==> src/rtl/frogger_state_ctrl.sv <==
// frogger_state_ctrl
// Top-level game sequencer for the Frogger datapath. Tracks the game phase
// and the lives counter. Gates the frog controller with o_Game_Active,
// requests frog respawn and score clear, and freezes play during the
// post-collision hold. All outputs decode registered state only.
module frogger_state_ctrl #(
    parameter int         c_LIVES        = 3,
    parameter logic [6:0] c_WIN_SCORE    = 7'd10,
    parameter int         c_HOLD_CYCLES  = 25000000,
    parameter int         c_GRACE_CYCLES = 4
) (
    input  logic       i_Clk,
    input  logic       i_Rst,
    input  logic       i_Game_Start,
    input  logic       i_Collided,
    input  logic [6:0] i_Score,
    output logic [2:0] o_State,
    output logic       o_Game_Active,
    output logic       o_Hit_Freeze,
    output logic [1:0] o_Lives,
    output logic       o_Frogger_Reset,
    output logic       o_Score_Clear,
    output logic       o_Game_Over
);

    localparam int c_HOLD_W  = (c_HOLD_CYCLES > 1) ? $clog2(c_HOLD_CYCLES) : 1;
    localparam int c_GRACE_W = (c_GRACE_CYCLES > 0) ? $clog2(c_GRACE_CYCLES + 1) : 1;

    localparam logic [c_HOLD_W-1:0]  c_HOLD_LAST  = c_HOLD_W'(c_HOLD_CYCLES - 1);
    localparam logic [c_HOLD_W-1:0]  c_HOLD_ONE   = c_HOLD_W'(1);
    localparam logic [c_GRACE_W-1:0] c_GRACE_LOAD = c_GRACE_W'(c_GRACE_CYCLES);
    localparam logic [c_GRACE_W-1:0] c_GRACE_ONE  = c_GRACE_W'(1);
    localparam logic [1:0]           c_LIVES_LOAD = 2'(c_LIVES);

    // Encoding is visible on o_State, so the values are fixed explicitly.
    typedef enum logic [2:0] {
        ST_IDLE      = 3'd0,
        ST_RUNNING   = 3'd1,
        ST_P1_WINS   = 3'd2,
        ST_CLEANUP   = 3'd3,
        ST_HIT       = 3'd4,
        ST_GAME_OVER = 3'd5
    } state_t;

    state_t               r_State;
    logic                 r_Start_Prev;
    logic [1:0]           r_Lives;
    logic [c_HOLD_W-1:0]  r_Hold_Cnt;
    logic [c_GRACE_W-1:0] r_Grace_Cnt;

    state_t               w_Next_State;
    logic [1:0]           w_Next_Lives;
    logic [c_HOLD_W-1:0]  w_Next_Hold;
    logic [c_GRACE_W-1:0] w_Next_Grace;
    logic                 w_Start_Edge;
    logic                 w_Hold_Done;

    assign w_Start_Edge = i_Game_Start & ~r_Start_Prev;
    assign w_Hold_Done  = (r_Hold_Cnt == c_HOLD_LAST);

    // Register the game phase, counters and the start-button history.
    // r_Start_Prev resets high so a button held through reset is not an edge.
    always_ff @(posedge i_Clk) begin
        if (i_Rst) begin
            r_State      <= ST_IDLE;
            r_Start_Prev <= 1'b1;
            r_Lives      <= c_LIVES_LOAD;
            r_Hold_Cnt   <= '0;
            r_Grace_Cnt  <= '0;
        end else begin
            r_State      <= w_Next_State;
            r_Start_Prev <= i_Game_Start;
            r_Lives      <= w_Next_Lives;
            r_Hold_Cnt   <= w_Next_Hold;
            r_Grace_Cnt  <= w_Next_Grace;
        end
    end

    // Next-state and counter update. Lives and grace are loaded both on
    // entry to CLEANUP and during it, so o_Lives already shows the fresh
    // count while the clear pulses are out.
    always_comb begin
        w_Next_State = r_State;
        w_Next_Lives = r_Lives;
        w_Next_Hold  = r_Hold_Cnt;
        w_Next_Grace = r_Grace_Cnt;

        case (r_State)
            ST_IDLE, ST_P1_WINS, ST_GAME_OVER: begin
                if (w_Start_Edge) begin
                    w_Next_State = ST_CLEANUP;
                    w_Next_Lives = c_LIVES_LOAD;
                    w_Next_Grace = c_GRACE_LOAD;
                end
            end

            ST_CLEANUP: begin
                w_Next_State = ST_RUNNING;
                w_Next_Lives = c_LIVES_LOAD;
                w_Next_Grace = c_GRACE_LOAD;
            end

            ST_RUNNING: begin
                if (r_Grace_Cnt != '0) begin
                    w_Next_Grace = r_Grace_Cnt - c_GRACE_ONE;
                end
                if ((r_Grace_Cnt == '0) && i_Collided) begin
                    w_Next_State = ST_HIT;
                    w_Next_Hold  = '0;
                    if (r_Lives != 2'd0) begin
                        w_Next_Lives = r_Lives - 2'd1;
                    end
                end else if (i_Score >= c_WIN_SCORE) begin
                    w_Next_State = ST_P1_WINS;
                end
            end

            ST_HIT: begin
                w_Next_Hold = r_Hold_Cnt + c_HOLD_ONE;
                if (w_Hold_Done) begin
                    w_Next_Hold = '0;
                    if (r_Lives != 2'd0) begin
                        w_Next_State = ST_RUNNING;
                        w_Next_Grace = c_GRACE_LOAD;
                    end else begin
                        w_Next_State = ST_GAME_OVER;
                    end
                end
            end

            default: begin
                w_Next_State = ST_IDLE;
            end
        endcase
    end

    assign o_State         = r_State;
    assign o_Lives         = r_Lives;
    assign o_Game_Active   = (r_State == ST_RUNNING);
    assign o_Hit_Freeze    = (r_State == ST_HIT);
    assign o_Game_Over     = (r_State == ST_GAME_OVER);
    assign o_Score_Clear   = (r_State == ST_CLEANUP);
    assign o_Frogger_Reset = (r_State == ST_CLEANUP) |
                             ((r_State == ST_HIT) && w_Hold_Done && (r_Lives != 2'd0));

endmodule

==> config.mk <==
export PLATFORM = sky130hd
export DESIGN_NAME = frogger_state_ctrl
export DESIGN_NICKNAME = d
export VERILOG_FILES = /design/src/rtl/frogger_state_ctrl.sv
export SDC_FILE = /design/constraint.sdc
export NUM_CORES = 1
export LEC_CHECK = 0
export CAP_MARGIN = 20
export CORE_MARGIN = 10
export CORE_UTILIZATION = 56
export DETAILED_ROUTE_END_ITERATION = 10
export GPL_TIMING_DRIVEN = 0
export PLACE_DENSITY_LB_ADDON = 0.3
export SLEW_MARGIN = 30
export SYNTH_ARGS = -nofsm -noshare
export SYNTH_HDL_FRONTEND = slang
export SYNTH_SLANG_ARGS = --single-unit
==> constraint.sdc <==
create_clock -name i_Clk -period 2.6 [get_ports i_Clk]
set_input_delay 0.52 -clock i_Clk [delete_from_list [all_inputs] [get_ports i_Clk]]
set_output_delay 0.52 -clock i_Clk [all_outputs]
set_load 0.01 [all_outputs]
==> results.txt, run 1 <==
----------------------------------------------------
[Outcome]
  Status ... complete, no violations

[Logic synthesis]
  Yosys warning total ... 0
  Multiplexer share of the synthesized area ... 1.636%
  Cells taking the most area after synthesis ... sky130_fd_sc_hd__dfxtp_1 (36%), sky130_fd_sc_hd__a31oi_1 (4.6%), sky130_fd_sc_hd__a21oi_1 (4.2%), sky130_fd_sc_hd__nand2_1 (4.1%), sky130_fd_sc_hd__nor2_1 (3.7%)
  Largest family of logic cells by synthesized area ... simple AND/OR/NAND/NOR gates
  Synthesized netlist cell count ... between 200 and 250
  Mean Syn Cell Area ... 8.067 um2
  Area share of the largest cell type after synthesis ... 35.60%
  Synthesized flop and latch total ... 34
  Netlist Area Pre-Place ... between 1500 and 2000 um2
  Register area share after synthesis ... a little over a third
  Most common library cells after synthesis ... sky130_fd_sc_hd__dfxtp_1 (34), sky130_fd_sc_hd__nand2_1 (21), sky130_fd_sc_hd__nor2_1 (19)
  Post-Synthesis Net Count ... approximately 250
  Post-synthesis share of cell area spent on xor and xnor gates ... under 10%
  Post-synthesis simple-gate area fraction ... slightly below 30%
  Compound-Gate Fraction of Synth Area ... 24.93%
  Post-synth EDFFs ... 0
  Adder-cell share of the synthesized area ... under 10%
  Primary FF master, synth ... sky130_fd_sc_hd__dfxtp_1
  Number of distinct standard cells referenced by the synthesized netlist ... 53
  Yosys top cell by area ... sky130_fd_sc_hd__dfxtp_1
  Count leader, synth ... sky130_fd_sc_hd__dfxtp_1
  FFs w/ async S/R, synth ... 0%

[GRT]
  Global-route wire length before repair ... ~7700 um
  Global routing usage summed across all routing layers ... between 10% and 20%
  Global route overflow ... 0
  Vias in the first global route ... roughly 1,600
  Antenna violations before repair ... 0
  Largest net degree at the start of global routing ... 11

[Worst setup path]
  Worst Reg-to-Reg Cells ... 6
  Worst reg2reg path startpoint ... r_Hold_Cnt[0]
  Nature of the critical path endpoint ... output pin
  Max Fanout on Critical Path ... 8
  Worst path arrival time ... about 2000 ps
  Kind of critical path ... reg2out
  Required time reported for the critical path endpoint ... roughly 2100 ps
  Register-to-Register Setup Slack ... roughly 270 ps
  RR Endpoint ... r_Hold_Cnt[22]
  Startpoint Class ... flip-flop

[Place]
  IO Port Bufs ... 19
  Placed Area ... 2160 um2
  Cell total after placement ... 302
  Placement Setup Slack ... -25.22 ps
  Routability-driven placement congestion ratio ... ~0.85
  Placed wire-length estimate ... 3304 um

[Cells and area]
  Footprint of the multi-input gates ... about 1200 um2
  Non-filler cells in the finished layout ... between 300 and 400
  Area used by sequential logic in the layout ... between 600 and 700 um2
  Utilization after layout ... 68.07%
  Count of fill cells added during filler insertion ... approximately 290
  Proportion of layout cells with a drive suffix above 1 ... between 10 and 15%
  Final instance area ... 2253 um2
  Final Net Count ... 276
  Antenna diode count ... 0
  Post-synthesis to final-layout area growth ... 17.87%

[Routing]
  DRT Wirelength ... about 4700 um
  Number of antenna-violating nets in the routed design ... 0
  Residual DRC ... 0
  First drt pass iteration count ... 4
  Vias ... ~1,800
  Via density per instance ... 5.932
  Initial DRC count ... 179
  Wire length per cell after detailed routing ... 15.16 um

[Timing]
  Least setup slack across all paths after layout ... 26.30 ps
  Final Slew Violations ... 0
  RSZ-0062 raised after global routing ... yes
  Actual slew at the worst max-slew pin ... 688.4 ps
  Part of the cycle the worst path needs ... between 90% and 100%
  Clk_skew ... 3.538 ps
  Maximum clock frequency ... 0.3885 GHz
  Post-Route Setup TNS ... 0 ps
  Normalized max-slew margin ... between 50% and 60%
  Min Clock Period, post-route ... 2574 ps
  Count of endpoints failing setup in the final report ... 0
  Hold violation total from the final report ... 0
  Final hold slack ... ~480 ps

[Min path]
  Startpoint of the lowest-slack hold path ... r_Hold_Cnt[7]
  Hold worst-path end ... r_Hold_Cnt[7]
  Worst Hold Class ... reg2reg
  Min-Delay Path Depth ... 1

[Floorplanning]
  DIE AREA ... 6151 um2
  Die height ... between 70 and 80 um
  Top-level I/O count ... 21
  Effective utilization at floorplan ... a little under 60%
  Std-Cell Rows ... 21
  Core Area ... approximately 3300 um2
  Chip width ... 78.43 um

[Power]
  Leakage ... 0.8586 nW
  Power consumption ... approximately 1.6 mW
  Worst ir drop on vdd ... 0.0004622 V
  Pwr Density ... between 600 and 700 nW/um2

[Clock tree]
  Worst-Skew Late Latency ... approximately 350 ps
  Number of buffers inserted by post-CTS setup repair ... 0
  TritonCTS sink count ... 34
  Bufs on Longest Clock Path ... 2
  Total of hold buffers inserted after clock tree synthesis ... 0
  Number of buffers added by the clock tree synthesis step ... 5
  H-tree depth ... 2
  Root Buffer Master ... sky130_fd_sc_hd__clkbuf_4
  Clock slew at the register clock pins of the worst setup and hold paths ... 110 ps
  CTS tree ... done

[Job]
  Max-cap violations ... 0

----------------------------------------------------
## critical path, cell delays in order (launching register included)
cell and delay, ps:
sky130_fd_sc_hd__dfxtp_2 380, sky130_fd_sc_hd__or4b_4 530, sky130_fd_sc_hd__nor4_4 360, sky130_fd_sc_hd__nand2_1 140, sky130_fd_sc_hd__o21bai_1 140, sky130_fd_sc_hd__clkbuf_2 150
## how the worst max path moves through the flow
stage | startpoint | end | slack, ps | cells after the start
2_1_floorplan | o_State[2] | r_Hold_Cnt[22] | 420 | 9
3_3_place_gp | r_Hold_Cnt[8] | o_Frogger_Reset | -40 | 5
3_5_place_dp | r_Hold_Cnt[8] | o_Frogger_Reset | -30 | 5
4_1_cts | r_Hold_Cnt[6] | o_Frogger_Reset | 5 | 5
5_1_grt | r_Hold_Cnt[8] | o_Frogger_Reset | -50 | 5
6_report | r_Hold_Cnt[8] | o_Frogger_Reset | 30 | 5
## registers in the layout, indices dropped and copies added (netlist names)
name / flops
r_Hold_Cnt: 25
o_State: 3
r_Grace_Cnt: 3
o_Lives: 2
r_Start_Prev: 1
## cell families after synthesis
group	Yosys count
simple gates	97
compound gates	73
flops	34
buf+inv	23
fa+ha+maj	4
xor+xnor	3
mux	3
## power by group
part	total (mW)	internal [mW]	switching (mW)
combinational	0.606	0.264	0.342
sequential	0.622	0.564	0.0575
clock	0.326	0.131	0.195
total	1.55	0.959	0.594
## cells in the final DEF (no fill, tap or decap), drive strengths merged, types with 3 or more instances in the layout
cell / Yosys / layout
nand4: 7 / 7
a22o: 3 / 3
nand2b: 3 / 3
buf: 4 / 3
nor3: 3 / 3
nor2: 19 / 19
a22oi: 3 / 3
ha: 4 / 4
o21ai: 13 / 13
a31oi: 14 / 14
nand3: 12 / 12
nor4: 4 / 4
clkbuf: 6 / 13
clkdlybuf4s50: 0 / 17
inv: 13 / 13
or3: 4 / 4
nand2: 21 / 21
and3: 8 / 8
a21oi: 17 / 17
a211oi: 3 / 3
o21a: 3 / 3
and2: 3 / 3
a21o: 3 / 3
dfxtp: 34 / 34
## routing by layer
metal | part of all wire, % | global-route usage [%] | vias to the layer above
met3 | 5.4 | 4.897 | 5
met5 | 0 | 0 | -
met4 | 0.94 | 5.376 | 0
li1 | - | - | 934
met1 | 50 | 20.28 | 838
met2 | 44 | 22.20 | 50
## repair_timing
item	in CTS	in global routing
endpoints found under the setup margin	3	3
pin swaps	2	2
resized for setup	9	7
## cell type report
class | instances | share of cell area (%)
plain buffers | 8 | 1.666
clock buffers | 7 | 2.443
clock inverters | 1 | 0.2221
inverters | 13 | 2.165
multi-input cells | 180 | 52.19
flip-flops and latches | 34 | 30.43
well taps | 46 | 2.554
repair buffers | 19 | 8.329
Note: power is estimated with default switching activity, not from simulation.
==> inputs of run 2 (changes only) <==
--- a/config.mk
+++ b/config.mk
@@ -7,7 +7,7 @@
 export LEC_CHECK = 0
 export CAP_MARGIN = 20
 export CORE_MARGIN = 10
-export CORE_UTILIZATION = 56
+export CORE_UTILIZATION = 50
 export DETAILED_ROUTE_END_ITERATION = 10
 export GPL_TIMING_DRIVEN = 0
 export PLACE_DENSITY_LB_ADDON = 0.3
==> constraint.sdc (replaced) <==
create_clock -name i_Clk -period 2.2 [get_ports i_Clk]
set_input_delay 0.44 -clock i_Clk [delete_from_list [all_inputs] [get_ports i_Clk]]
set_output_delay 0.44 -clock i_Clk [all_outputs]
set_load 0.01 [all_outputs]
==> results.txt, run 2 (synthesized netlist as in run 1, its figures left out) <==
----------------------------------------------------
[Routing]
  DRT Wirelength ... 4817 um (+3.2%)
  First drt pass iteration count ... 4 (unchanged)
  Number of antenna-violating nets in the routed design ... 0 (unchanged)
  Wire length per cell after detailed routing ... 15.24 um (+0.56%)
  Initial DRC count ... 187 (+4.5%)
  Via density per instance ... 6.076 (+2.4%)
  Residual DRC ... 0 (unchanged)
  Vias ... 1,920 (+5.1%)

[Floorplanning]
  Top-level I/O count ... 21 (unchanged)
  Std-Cell Rows ... 22 (+4.8%)
  Die height ... 81.84 um (+4.3%)
  DIE AREA ... 6697 um2 (+8.9%)
  Core Area ... 3689 um2 (+11%)
  Chip width ... 81.84 um (+4.3%)
  Effective utilization at floorplan ... 51.83% (-5.9 points)

[Place]
  IO Port Bufs ... 19 (unchanged)
  Placed wire-length estimate ... 3260 um (-1.3%)
  Routability-driven placement congestion ratio ... 0.8747 (+2.5%)
  Cell total after placement ... 304 (+0.66%)

[Timing]
  Hold violation total from the final report ... 0 (unchanged)
  Clk_skew ... 5.752 ps (+2.214 ps)
  Actual slew at the worst max-slew pin ... 588.2 ps (-100.2 ps)
  Normalized max-slew margin ... 60.46% (+6.7 points)
  Min Clock Period, post-route ... 2200 ps
  Count of endpoints failing setup in the final report ... 0 (unchanged)
  Maximum clock frequency ... about 0.45 GHz
  Part of the cycle the worst path needs ... 100.0%
  Final Slew Violations ... 0 (unchanged)
  Final hold slack ... 458.8 ps (-25.36 ps)
  RSZ-0062 raised after global routing ... yes

[Cells and area]
  Proportion of layout cells with a drive suffix above 1 ... 18.66% (+6.1 points)
  Final Net Count ... 282 (+2.2%)
  Max FFs per register ... 25 (unchanged)
  Non-filler cells in the finished layout ... 316 (+2.6%)
  Antenna diode count ... 0 (unchanged)
  Register name with the most flops ... r_Hold_Cnt
  Post-synthesis to final-layout area growth ... 24.54%
  Leading cell types in the layout, fill and taps excluded ... sky130_fd_sc_hd__dfxtp_1 (25), sky130_fd_sc_hd__nand2_1 (21), sky130_fd_sc_hd__nor2_1 (19)
  Area used by sequential logic in the layout ... 694.4 um2 (+1.3%)
  Footprint of the multi-input gates ... 1210 um2 (+2.9%)
  Most frequent standard cell in the layout excluding fill and tap cells ... sky130_fd_sc_hd__dfxtp_1
  Count of fill cells added during filler insertion ... 315 (+7.5%)

[Clock tree]
  Number of buffers added by the clock tree synthesis step ... 5 (unchanged)
  TritonCTS sink count ... 34 (unchanged)
  H-tree depth ... 2 (unchanged)
  Root Buffer Master ... sky130_fd_sc_hd__clkbuf_8
  Clock slew at the register clock pins of the worst setup and hold paths ... 70 ps (-40 ps)
  Total of hold buffers inserted after clock tree synthesis ... 0 (unchanged)
  Bufs on Longest Clock Path ... 2 (unchanged)
  CTS tree ... done
  Worst-Skew Late Latency ... 290 ps (-60 ps)

[Worst setup path]
  Startpoint Class ... flip-flop
  Nature of the critical path endpoint ... flip-flop
  Cell with the biggest individual delay on the critical path ... sky130_fd_sc_hd__or3_4
  Kind of critical path ... reg2reg
  Largest stage delay on the critical path ... 440 ps (-90 ps)
  Worst path arrival time ... 2370 ps (+320 ps)
  Chain of cells forming the critical path ... buf_4 > inv_1 > or3_4 > a21oi_2 > nand2_1 > o311ai_0
  Max Fanout on Critical Path ... 10 (+2)
  Required time reported for the critical path endpoint ... 2370 ps (+290 ps)

[Power]
  Leakage ... 0.9252 nW (+7.8%)
  Pwr Density ... 817.6 nW/um2 (+19%)
  Worst ir drop on vdd ... 0.0006065 V (+31%)

[GRT]
  Vias in the first global route ... 1,732 (+8.3%)
  Global routing usage summed across all routing layers ... 14.95% (-0.20 points)
  Largest net degree at the start of global routing ... 12 (+1)
  Global-route wire length before repair ... 8073 um (+4.7%)
  Global route overflow ... 0 (unchanged)
  Antenna violations before repair ... 0 (unchanged)

[Outcome]
  Status ... complete, no violations

[Min path]
  Worst Hold Class ... reg2reg

[Job]
  Max-cap violations ... 0 (unchanged)

----------------------------------------------------
[run 2: metrics by stage]
stage | total power, mW | setup TNS (ps) | worst slack (ps) | utilization, % | cell area [um2]
after floorplan | 1.197 | 0 | 22.53 | - | 1912
after global placement | 1.434 | -4487 | -343.2 | 58.62 | 2162
after detailed placement | 1.443 | -4400 | -341.3 | 58.62 | 2162
after CTS | 1.937 | 0 | 0.2260 | 63.09 | 2327
after global routing | 2.066 | -178.6 | -108.7 | 64.55 | 2381
final | 1.947 | 0 | 0.04685 | 64.55 | 2381
[run 2: power by group]
group          total [mW]  leakage, nW  internal (mW)  switching, mW
clock network       0.480       0.0482          0.252          0.228
registers           0.736        0.280          0.667         0.0695
logic               0.730        0.597          0.318          0.412
total                1.95        0.925           1.24          0.710
[run 2: final timing paths]
path,from,endpoint,slack (ps),cells past startpoint
min reg2reg,r_Hold_Cnt[7],r_Hold_Cnt[7],460,1
max,o_State[2],r_Hold_Cnt[19],0.05,6
min,r_Hold_Cnt[7],r_Hold_Cnt[7],460,1
max reg2reg,o_State[2],r_Hold_Cnt[19],0.05,6
[run 2: critical path: cells and delay by family (launching register included)]
family / cells / cell delay, ps
simple gates: 2 / 730
buf+inv: 2 / 230
flops: 1 / 330
compound gates: 2 / 790
[run 2: final cells by class]
class,count,area share [%]
plain buffers,7,1.734
clock buffers,7,3.626
clock inverters,1,0.2102
inverters,13,2.049
multi-input cells,180,50.81
flip-flops and latches,34,29.16
well taps,48,2.522
repair buffers,26,9.879
[run 2: per-layer routing]
metal  GRT usage, %  vias up  part of all wire, %
li1               -      950                    -
met1          20.22      919                   47
met2          22.81       44                   46
met3          3.057        7                  5.3
met4          5.612        0                  1.4
met5              0        -                    0
[run 2: repair_timing]
item | CTS | global route
resized for setup | 24 | 11
gates cloned | 0 | 0
endpoints found under the setup margin | 24 | 20
buffers inserted | 4 | 3
pin swaps | 4 | 2
endpoints found under the hold margin | 0 | 0
